## src/rtl/map9v3_pkg.sv

```systemverilog
// Shared constants for the map9v3 stage, its result collector and benches.
package map9v3_pkg;
  localparam int unsigned DP_W  = 9;
  localparam int unsigned DEPTH = 8;
  localparam int unsigned CNT_W = 8;
endpackage

```

## src/rtl/map9v3_fifo.sv

```systemverilog
// First-word-fall-through result buffer with wrap-bit pointers and synchronous flush.
module map9v3_fifo
  import map9v3_pkg::*;
#(
  parameter int unsigned W = DP_W,
  parameter int unsigned D = DEPTH
) (
  input  logic                 clock,
  input  logic                 reset,
  input  logic                 i_push,
  input  logic                 i_pop,
  input  logic                 i_flush,
  input  logic [W-1:0]         i_wdata,
  output logic [W-1:0]         o_rdata,
  output logic [$clog2(D):0]   o_level,
  output logic                 o_full,
  output logic                 o_empty
);
  localparam int unsigned AW = $clog2(D);
  localparam int unsigned PW = AW + 1;

  logic [W-1:0]  r_mem [D];
  logic [PW-1:0] r_wptr;
  logic [PW-1:0] r_rptr;
  logic          w_do_push;
  logic          w_do_pop;

  // Flush wins over both ports; pop is masked when empty.
  assign w_do_push = i_push & ~i_flush;
  assign w_do_pop  = i_pop & ~o_empty & ~i_flush;

  always_ff @(posedge clock or negedge reset) begin
    if (!reset) begin
      r_wptr <= '0;
      r_rptr <= '0;
    end else if (i_flush) begin
      r_wptr <= '0;
      r_rptr <= '0;
    end else begin
      if (w_do_push) r_wptr <= r_wptr + PW'(1);
      if (w_do_pop)  r_rptr <= r_rptr + PW'(1);
    end
  end

  always_ff @(posedge clock) begin
    if (w_do_push) r_mem[r_wptr[AW-1:0]] <= i_wdata;
  end

  assign o_empty = (r_wptr == r_rptr);
  assign o_full  = (r_wptr[AW] != r_rptr[AW]) && (r_wptr[AW-1:0] == r_rptr[AW-1:0]);
  assign o_level = r_wptr - r_rptr;
  // Head masked to zero when empty, which also covers the reset state.
  assign o_rdata = o_empty ? '0 : r_mem[r_rptr[AW-1:0]];
endmodule

```

## src/rtl/map9v3_collect.sv

```systemverilog
// Collects map9v3 results on done_in rising edges into a FIFO, with count and sticky overflow.
module map9v3_collect
  import map9v3_pkg::*;
#(
  parameter int unsigned DP_W  = map9v3_pkg::DP_W,
  parameter int unsigned DEPTH = map9v3_pkg::DEPTH
) (
  input  logic                     clock,
  input  logic                     reset,
  input  logic                     done_in,
  input  logic [DP_W-1:0]          dp_in,
  input  logic                     flush,
  output logic [DP_W-1:0]          out_data,
  output logic                     out_valid,
  input  logic                     out_ready,
  output logic [$clog2(DEPTH):0]   level,
  output logic                     full,
  output logic [CNT_W-1:0]         count,
  output logic                     overflow
);
  logic             r_done_q;
  logic [CNT_W-1:0] r_count;
  logic             r_overflow;
  logic             w_capture;
  logic             w_pop;
  logic             w_push;
  logic             w_empty;

  assign w_capture = done_in & ~r_done_q;
  assign w_pop     = ~w_empty & out_ready;
  assign w_push    = w_capture & (~full | w_pop);
  assign out_valid = ~w_empty;
  assign count     = r_count;
  assign overflow  = r_overflow;

  // Edge detector keeps tracking through flush so a held level is not re-captured.
  always_ff @(posedge clock or negedge reset) begin
    if (!reset) r_done_q <= 1'b0;
    else        r_done_q <= done_in;
  end

  always_ff @(posedge clock or negedge reset) begin
    if (!reset) begin
      r_count    <= '0;
      r_overflow <= 1'b0;
    end else if (flush) begin
      r_count    <= '0;
      r_overflow <= 1'b0;
    end else begin
      if (w_push) r_count <= r_count + CNT_W'(1);
      if (w_capture & full & ~w_pop) r_overflow <= 1'b1;
    end
  end

  map9v3_fifo #(
    .W (DP_W),
    .D (DEPTH)
  ) u_fifo (
    .clock   (clock),
    .reset   (reset),
    .i_push  (w_push),
    .i_pop   (w_pop),
    .i_flush (flush),
    .i_wdata (dp_in),
    .o_rdata (out_data),
    .o_level (level),
    .o_full  (full),
    .o_empty (w_empty)
  );
endmodule

```

## config.mk

```make
export PLATFORM = sky130hd
export DESIGN_NAME = map9v3_collect
export DESIGN_NICKNAME = d
export VERILOG_FILES = /design/src/rtl/map9v3_pkg.sv /design/src/rtl/map9v3_fifo.sv /design/src/rtl/map9v3_collect.sv
export SDC_FILE = /design/constraint.sdc
export NUM_CORES = 1
export LEC_CHECK = 0
export BUFFER_PORTS_ARGS = -buffer_cell sky130_fd_sc_hd__buf_2
export CAP_MARGIN = 20
export CORE_UTILIZATION = 60
export DETAILED_ROUTE_END_ITERATION = 10
export PLACE_DENSITY = 0.81
export RECOVER_POWER = 50
export SYNTH_ARGS = -nofsm -noshare
export SYNTH_HDL_FRONTEND = slang
export SYNTH_SLANG_ARGS = --single-unit
```

## constraint.sdc

```tcl
create_clock -name clock -period 6 [get_ports clock]
set_input_delay 1.2 -clock clock [delete_from_list [all_inputs] [get_ports clock]]
set_output_delay 1.2 -clock clock [all_outputs]
set_load 0.02 [all_outputs]
```

; Word-level counts from Yosys, hierarchy flattened
; Memory sizes are Yosys's and may differ from the RTL's.
; Cells that the tools add are included.
; Widths: inputs -> output; s select.
[word_totals]
reg_bits = 18
mem_bits_rw = 72
input_bits = 14
output_inout_bits = 24
word_cells = 43
memories = 1
[mem_list]
columns = memory, depth, word_bits, read_ports, rd_ports_with_merged_regs, write_ports, line_no
row1 = u_fifo.r_mem, 8, 9, 1, 0, 1, map9v3_fifo.sv:22  ; logic [W-1:0] r_mem [D];
[op_classes]
addsub = 4
n_eq_ne = 3
muxes = 11
bitwise_logic = 14
reduce_logical = 5
[ops]
columns = operator, n
row1 = $mux 4, 4
row2 = $mux 8, 2
row3 = $mux 9, 1
row4 = $add 4x1->4 const B, 2
row5 = $add 8x1->8 const B, 1
row6 = $and 1x1->1, 8
row7 = $reduce_bool 2->1, 4
row8 = $not 1->1, 5
row9 = $eq 4x4->1, 1
row10 = $mux 1, 4
row11 = $sub 4x4->4, 1
row12 = $eq 3x3->1, 1
row13 = $logic_and 1x1->1, 1
row14 = $ne 1x1->1, 1
row15 = $or 1x1->1, 1

; Depth between registers and ports, before layout
; Gate-level depths: netlist (run 1).
[depth]
ltp_word = 8
ltp_mapped = 10
ltp_nobuf = 6

; Cells and area by module
; From an unflattened synthesis (run 1), not the netlist that was laid out.
[unflattened]
cells_unflattened = 242
area_unflattened_um2 = 3900.0
[by_module_without_submodules]
columns = mod, n_inst, cells_each, area_each_um2, seq_area_each_um2
row1 = map9v3_fifo, 1, 191, 3326.9, 2362.3
row2 = map9v3_collect, 1, 51, 573.0, 250.2

; Worst setup path before layout (run 1)
; Ideal clock, no wire load.
[synth_path]
path_kind = reg-to-output
from = register u_fifo.r_rptr[2]
to = output port out_valid
arrival_ns = 2.013
required_ns = 4.800
slack_ns = 2.787
stages_incl_launch_ff = 8
path_buffers = 2
cell_sequence = dfrtp_1 -> clkbuf_1 -> inv_1 -> clkbuf_1 -> ha_1 -> nand3_1 -> nor2_1 -> inv_1
[synth_via]
elab_chain_cells = 2
[synth_lines]
columns = item, line_no
row1 = "start, declared", map9v3_fifo.sv:24  ; logic [PW-1:0] r_rptr;
row2 = "start signal, assigned", map9v3_fifo.sv:41  ; if (w_do_pop) r_rptr <= r_rptr + PW'(1);
row3 = $eq 4x4->1, map9v3_fifo.sv:49  ; assign o_empty = (r_wptr == r_rptr);
row4 = $not 1->1, map9v3_collect.sv:32  ; assign out_valid = ~w_empty;
row5 = "end, declared", map9v3_collect.sv:14  ; output logic out_valid,
; Every way passes these cells.

; Worst setup path in the final report (run 1)
[layout_path]
from = register u_fifo.r_rptr[1]
to = output port out_data[2]
[layout_via]
elab_chain_cells = 2
word_cells_on_any_way = 3
cone_classes = eq/ne: 1 / mux: 1 / memory: 1
[layout_lines]
columns = item, line_no
row1 = $mem_v2 8x9 or $eq 4x4->1 (tied branches), -
row2 = $mux 9 *, map9v3_fifo.sv:53  ; assign o_rdata = o_empty ? '0 : r_mem[r_rptr[AW-1:0]];
row3 = "end, declared", map9v3_collect.sv:13  ; output logic [DP_W-1:0] out_data,
; Mark *: on every way between the ends. The rest lies on a longest branch, timed or not.

==> results of run 1 <==
==> power by group <==
group | internal (W) | leakage (nW) | switching (W)
Sequential | 0.000681 | 0.895 | 0.00000793
Combinational | 0.0000770 | 0.513 | 0.000117
Clock | 0.000149 | 0.0884 | 0.000207
==> cells in the final DEF, fill, tap and decap left out <==
cell type,Yosys,final
a21o_1,1,1
a21oi_1,18,18
and2b_1,1,1
and3_1,2,2
buf_2,2,18
buf_4,1,4
clkbuf_1,6,19
clkbuf_8,0,9
clkinv_1,0,2
clkinv_2,0,2
clkinv_4,0,2
dfrtp_1,18,18
edfxtp_1,72,72
fa_1,1,1
ha_1,6,6
inv_1,10,10
inv_6,0,1
mux2i_1,3,3
mux4_2,18,18
nand2_1,23,23
nand3_1,4,4
nor2_1,18,18
nor3_1,3,3
o211ai_1,2,2
o21ai_0,6,6
o311ai_0,1,1
o31ai_1,2,2
o31ai_2,1,1
or3_1,6,6
or3b_1,1,1
or4_1,2,2
xnor2_1,4,4
xnor2_2,1,1
xor2_1,5,5
==> cell families (layout without fill, tap and decap cells) <==
group                      Yosys count  in the layout
DFF                                 90             90
muxes                               21             21
adders and majority gates            7              7
and+or+nand+nor                     60             60
xor gates and xnor gates            10             10
AOI/OAI and AO/OA                   31             31
buffers and inverters               20             67
==> state kept, by name (all words and copies together) (netlist names) <==
name           flops
r_done_q           1
count              8
u_fifo.r_rptr      4
u_fifo.r_wptr      4
u_fifo.r_mem      72
overflow           1
==> worst max-delay path, stage by stage (launching register included) <==
cell	delay, ps
dfrtp_1	1000
inv_1	100
ha_1	330
nand3_1	220
nor2_1	770
a21oi_1	100
buf_2	210
==> final cells by class <==
| class | instances | area (sq um) | share of cell area |
|---|---|---|---|
| clock inverters | 7 | 43.8 | 0.0105 |
| multi-input cells | 129 | 1070 | 0.257 |
| clock buffers | 9 | 124 | 0.0296 |
| repair buffers | 41 | 191 | 0.0458 |
| inverters | 10 | 37.5 | 0.00898 |
| well taps | 75 | 93.8 | 0.0225 |
| flip-flops and latches | 90 | 2610 | 0.625 |
==> worst max path at each step <==
stage / to / depth (start not counted)
6_report: out_data[2] / 6
5_1_grt: out_data[5] / 6
4_1_cts: out_data[2] / 6
3_5_place_dp: out_data[2] / 6
3_3_place_gp: out_data[2] / 6
2_1_floorplan: out_valid / 7
==> through the flow <==
step | utilization | total power, W
after floorplan | - | 0.000838
after detailed placement | 0.673 | 0.000900
after global routing | 0.697 | 0.00129
after global placement | 0.673 | 0.000895
final | 0.697 | 0.00124
after CTS | 0.701 | 0.00125
==> per-layer routing <==
metal	track usage	vias to the layer above	share of wire
li1	-	988	-
met1	0.316	1053	0.41
met2	0.370	78	0.51
met3	0.0528	9	0.064
met4	0.121	0	0.014
met5	0	-	0
==> qor.csv, run 1 <==
stage,metric,value,unit
yosys,Post-Synthesis Cells,239,
grt,antenna violations before repair,0,
cts,"Clk pin slew, worst setup/hold paths",80,ps
sta,"Slew Viols, Final",0,
placed_design,input/output buffers,37,
yosys,"Seq/Total Area, Yosys",0.692,
hold_path,Hold EP,overflow,
yosys,Post-synth EDFFs,72,
critical_path,"Max FO, Critical Path",23,
power_and_ir_drop,Pleak,1.50,nW
yosys,post-synthesis compound-gate area fraction,0.0474,
floorplanning,die width,81.3,um
sta,fmax,233,MHz
placed_design,GPL Wtd Cong,0.775,
outcome,outcome,finished clean,
drt,Via-to-Cell Ratio,5.89,
yosys,"Async S/R FF share, synth",0.200,
cts,# hold bufs at CTS,0,
final_layout,fraction of layout cells with a size suffix above 1,0.196,
final_layout,post-route cell area,4180,sq um
yosys,main combinational cell family by area after synthesis,multiplexers,
drt,drt first pass iters,4,
sta,WHS,502,ps
sta,RSZ-0062 raised after global routing,no,
cts,post-CTS setup buffers,0,
critical_path,Crit. End Element,output pin,
yosys,top-count cell post-synth,edfxtp_1,
final_layout,# diodes,0,
sta,Setup TNS,0,ps
hold_path,Hold Crit Class,reg2reg,
yosys,post-synth top area share,0.573,
yosys,Simple-Gate Fraction of Synth Area,0.0716,
cts,CTS Buffer Depth,2,
sta,Slew @ Worst Pin,1090,ps
power_and_ir_drop,VDD IR-drop max,0.000207,V
sta,Final setup violation count,0,
floorplanning,Core Footprint,5990,sq um
placed_design,hpwl dp,4.32,mm
final_layout,Layout area overhead,10.6,%
sta,slack of the critical path,1710,ps
floorplanning,# rows,28,
critical_path,Worst R2R Setup Slack,2350,ps
cts,CTS tree,done,
final_layout,FILL cells,409,
cts,PostCTS Resize Cnt,0,
cts,"Clk Latency, worst-skew pair",350,ps
floorplanning,die area,6610,sq um
yosys,XOR/XNOR Fraction of Synth Area,0.0252,
hold_path,hold path start,overflow,
yosys,Syn Nets,260,
grt,pin count of the biggest net entering global routing,24,
grt,vias in the first global route,2087,
grt,total global-route track usage,0.238,
grt,first-pass GRT wire length,10.7,mm
critical_path,Worst Path Required,4800,ps
final_layout,fin nets,302,
sta,Final min period,4290,ps
placed_design,worst slack at placement,2040,ps
yosys,Seq cells post-synth,90,
critical_path,FF-to-FF End,u_fifo.r_mem[5][7],
critical_path,RR Startpoint,u_fifo.r_rptr[1],
hold_path,Hold Path Cell Cnt,2,
yosys,"Top FF cell, synth",edfxtp_1,
yosys,syn_area_per_cell,15.8,sq um
drt,Iter 0 DRT Violations,199,
yosys,largest cells by area after synthesis,"edfxtp_1, dfrtp_1, mux4_2",
run,Max Cap Viol,0,
yosys,cell area after synthesis,3780,sq um
yosys,Post-synth top cells,"edfxtp_1, nand2_1",
yosys,Netlist cell types,30,
drt,WL/cell,19.3,um
yosys,adder-cell share of the synthesized area,0.0252,
grt,total grt overflow,0,
critical_path,Critical Path Source Type,flip-flop,
cts,clock root cell,clkbuf_8,
critical_path,Critical Path AT,3090,ps
cts,H-tree depth,3,
critical_path,WS Path Type,reg2out,
final_layout,Non-Filler Instances,361,
drt,DRT Wirelength,6.95,mm
floorplanning,num ports,38,
yosys,mux contribution to synthesized area,0.115,
drt,drc violations,0,
drt,post-route ant nets,0,
sta,Worst slew margin,0.267,
floorplanning,Die Span Y,81.3,um
placed_design,Inst Count DP,345,
critical_path,Worst R2R Path Depth,7,
yosys,yosys warns,0,
sta,Worst Skew,2.56,ps
sta,Final Cycle Share,0.715,
cts,CTS Sinks,90,
cts,total CTS buffers,9,
critical_path,Critical path origin,u_fifo.r_rptr[1],
drt,vias,2128,
placed_design,Post-DP Area,4030,sq um
sta,"Hold Vio Cnt, Final",0,
yosys,Synth area leader,edfxtp_1,
floorplanning,Initial Utilization,0.630,
power_and_ir_drop,pwr/cell area,296,nW/um^2
(Power assumes the default switching activity.)
==> inputs of run 2 (changes only) <==
Settings changed: CORE_UTILIZATION 60 to 58, PLACE_DENSITY 0.81 to 0.79.
Clock period 6 ns to 4.09 ns, I/O delays scaled along.
==> qor.csv, run 2 (same netlist as run 1, synthesis figures left out) <==
stage,metric,value,unit,change
placed_design,GPL Wtd Cong,0.833,,+7.4%
hold_path,Hold Crit Class,reg2reg,,
critical_path,max incr delay on CP,560,ps,-440 ps
critical_path,Worst R2R Setup Slack,970,ps,-1380 ps
outcome,outcome,finished clean,,
drt,vias,2159,,+1.5%
sta,Final setup violation count,0,,unchanged
final_layout,fraction of layout cells with a size suffix above 1,0.224,,+0.0279
placed_design,input/output buffers,37,,unchanged
sta,Setup TNS,0,ps,unchanged
drt,drt first pass iters,4,,unchanged
critical_path,CP Cell Sequence,inv_1 > ha_1 > nand3_1 > nor2_1 > buf_4 > a21oi_1 > buf_2,,
critical_path,FF-to-FF End,u_fifo.r_mem[1][1],,
hold_path,Hold EP,overflow,,
drt,WL/cell,18.5,um,-3.7%
drt,WL met2,3.42,mm,-3.8%
floorplanning,num ports,38,,unchanged
sta,"Slew Viols, Final",0,,unchanged
critical_path,Worst R2R Path Depth,8,,+1
cts,CTS tree,done,,
cts,"Clk Latency, worst-skew pair",370,ps,+20 ps
grt,vias in the first global route,2070,,-0.81%
critical_path,Slowest cell on crit path,dfrtp_1,,
drt,M1 WL,2.97,mm,+4.0%
cts,total CTS buffers,9,,unchanged
power_and_ir_drop,Pleak,1.56,nW,+4.0%
cts,CTS Buffer Depth,2,,unchanged
sta,RSZ-0062 raised after global routing,no,,
cts,PostCTS Resize Cnt,0,,unchanged
final_layout,post-route cell area,4280,sq um,+2.4%
hold_path,hold path start,overflow,,
critical_path,Worst Path Required,3270,ps,-1530 ps
final_layout,max reg flops,72,,unchanged
cts,# hold bufs at CTS,0,,unchanged
placed_design,Inst Count DP,356,,+3.2%
final_layout,"leading cell type in the layout, fill and taps excluded",edfxtp_1,,
sta,"Hold Vio Cnt, Final",0,,unchanged
critical_path,Critical Path Source Type,flip-flop,,
sta,WHS,522,ps,+20.5 ps
critical_path,WS Path Type,reg2out,,
critical_path,crit-path leading delay family,buffers and inverters,,
critical_path,"Max FO, Critical Path",11,,-52%
drt,drc violations,0,,unchanged
final_layout,"commonest cells after routing, fill and taps aside","edfxtp_1, nand2_1, clkbuf_1",,
critical_path,RR Startpoint,u_fifo.r_rptr[2],,
sta,fmax,285,MHz,
hold_path,Hold Path Cell Cnt,2,,unchanged
grt,pin count of the biggest net entering global routing,23,,-4.2%
critical_path,Crit. End Element,output pin,,
placed_design,Post-DP Area,4100,sq um,+1.7%
grt,antenna violations before repair,0,,unchanged
final_layout,Non-Filler Instances,372,,+3.0%
final_layout,fin nets,311,,+3.0%
power_and_ir_drop,pwr/cell area,444,nW/um^2,+50%
floorplanning,# rows,29,,+3.6%
drt,post-route ant nets,0,,unchanged
cts,clock root cell,clkbuf_8,,
drt,Via-to-Cell Ratio,5.80,,-1.5%
cts,post-CTS setup buffers,0,,unchanged
floorplanning,die width,82.7,um,+1.7%
grt,total grt overflow,0,,unchanged
sta,Final min period,3510,ps,
drt,routed wl met3,434,um,-2.7%
cts,"Clk pin slew, worst setup/hold paths",100,ps,+20 ps
grt,first-pass GRT wire length,10.8,mm,+0.90%
sta,Worst slew margin,0.367,,+0.0991
power_and_ir_drop,VDD IR-drop max,0.000417,V,+100%
cts,CTS Sinks,90,,unchanged
grt,total global-route track usage,0.231,,-0.00713
drt,DRT Wirelength,6.90,mm,-0.75%
critical_path,Critical Path AT,2690,ps,-400 ps
floorplanning,Die Span Y,82.7,um,+1.7%
drt,DR top layer,met4,,
run,Max Cap Viol,0,,unchanged
cts,H-tree depth,3,,unchanged
sta,Slew @ Worst Pin,950,ps,-145 ps
placed_design,hpwl dp,4.60,mm,+6.5%
final_layout,Layout area overhead,13.3,%,
critical_path,WP buf/inv,3,,+1
floorplanning,Initial Utilization,0.598,,-0.0322
floorplanning,Core Footprint,6310,sq um,+5.4%
final_layout,# diodes,0,,unchanged
sta,Worst Skew,14.0,ps,+11.4 ps
drt,Iter 0 DRT Violations,159,,-20%
floorplanning,die area,6840,sq um,+3.4%
sta,Final Cycle Share,0.858,,
run 2: routing by layer:
layer | GRT usage | up-vias
li1 | - | 1004
met1 | 0.331 | 1075
met2 | 0.347 | 73
met3 | 0.0560 | 7
met4 | 0.0810 | 0
met5 | 0 | -
run 2: cell type report:
class / count / area, sq um
clock buffers: 9 / 124
clock inverters: 7 / 76.3
fillers: 454 / 2030
inverters: 10 / 37.5
multi-input cells: 129 / 1070
flip-flops and latches: 90 / 2610
well taps: 77 / 96.3
repair buffers: 50 / 258
run 2: where the power goes:
group / internal [W] / switching, W / total (W)
registers: 0.000999 / 0.00000746 / 0.00101
clock network: 0.000244 / 0.000354 / 0.000598
logic: 0.000118 / 0.000177 / 0.000296
total: 0.00136 / 0.000539 / 0.00190
run 2: per-stage QoR:
step / power [W] / utilization / worst slack (ps)
detailed placement: 0.00133 / 0.650 / 958
global placement: 0.00132 / 0.650 / 1100
finish: 0.00190 / 0.678 / 579
global route: 0.00198 / 0.678 / 323
floorplan: 0.00123 / - / 950
CTS: 0.00192 / 0.682 / 564
run 2: worst min-delay path, stage by stage, from the launching register on:
cell and delay, ps:
dfrtp_1 360, a21oi_1 40, nor2_1 80
run 2: worst max-delay path by stage:
stage                      from                 end  slack (ps)  depth (start not counted)
2_1_floorplan  u_fifo.r_rptr[2]  u_fifo.r_mem[4][0]         950                          9
3_3_place_gp   u_fifo.r_rptr[2]         out_data[2]        1100                          7
3_5_place_dp   u_fifo.r_rptr[2]  u_fifo.r_mem[1][1]         960                          8
4_1_cts        u_fifo.r_rptr[2]         out_data[2]         560                          7
5_1_grt        u_fifo.r_rptr[2]         out_data[2]         320                          7
6_report       u_fifo.r_rptr[2]         out_data[2]         580                          7
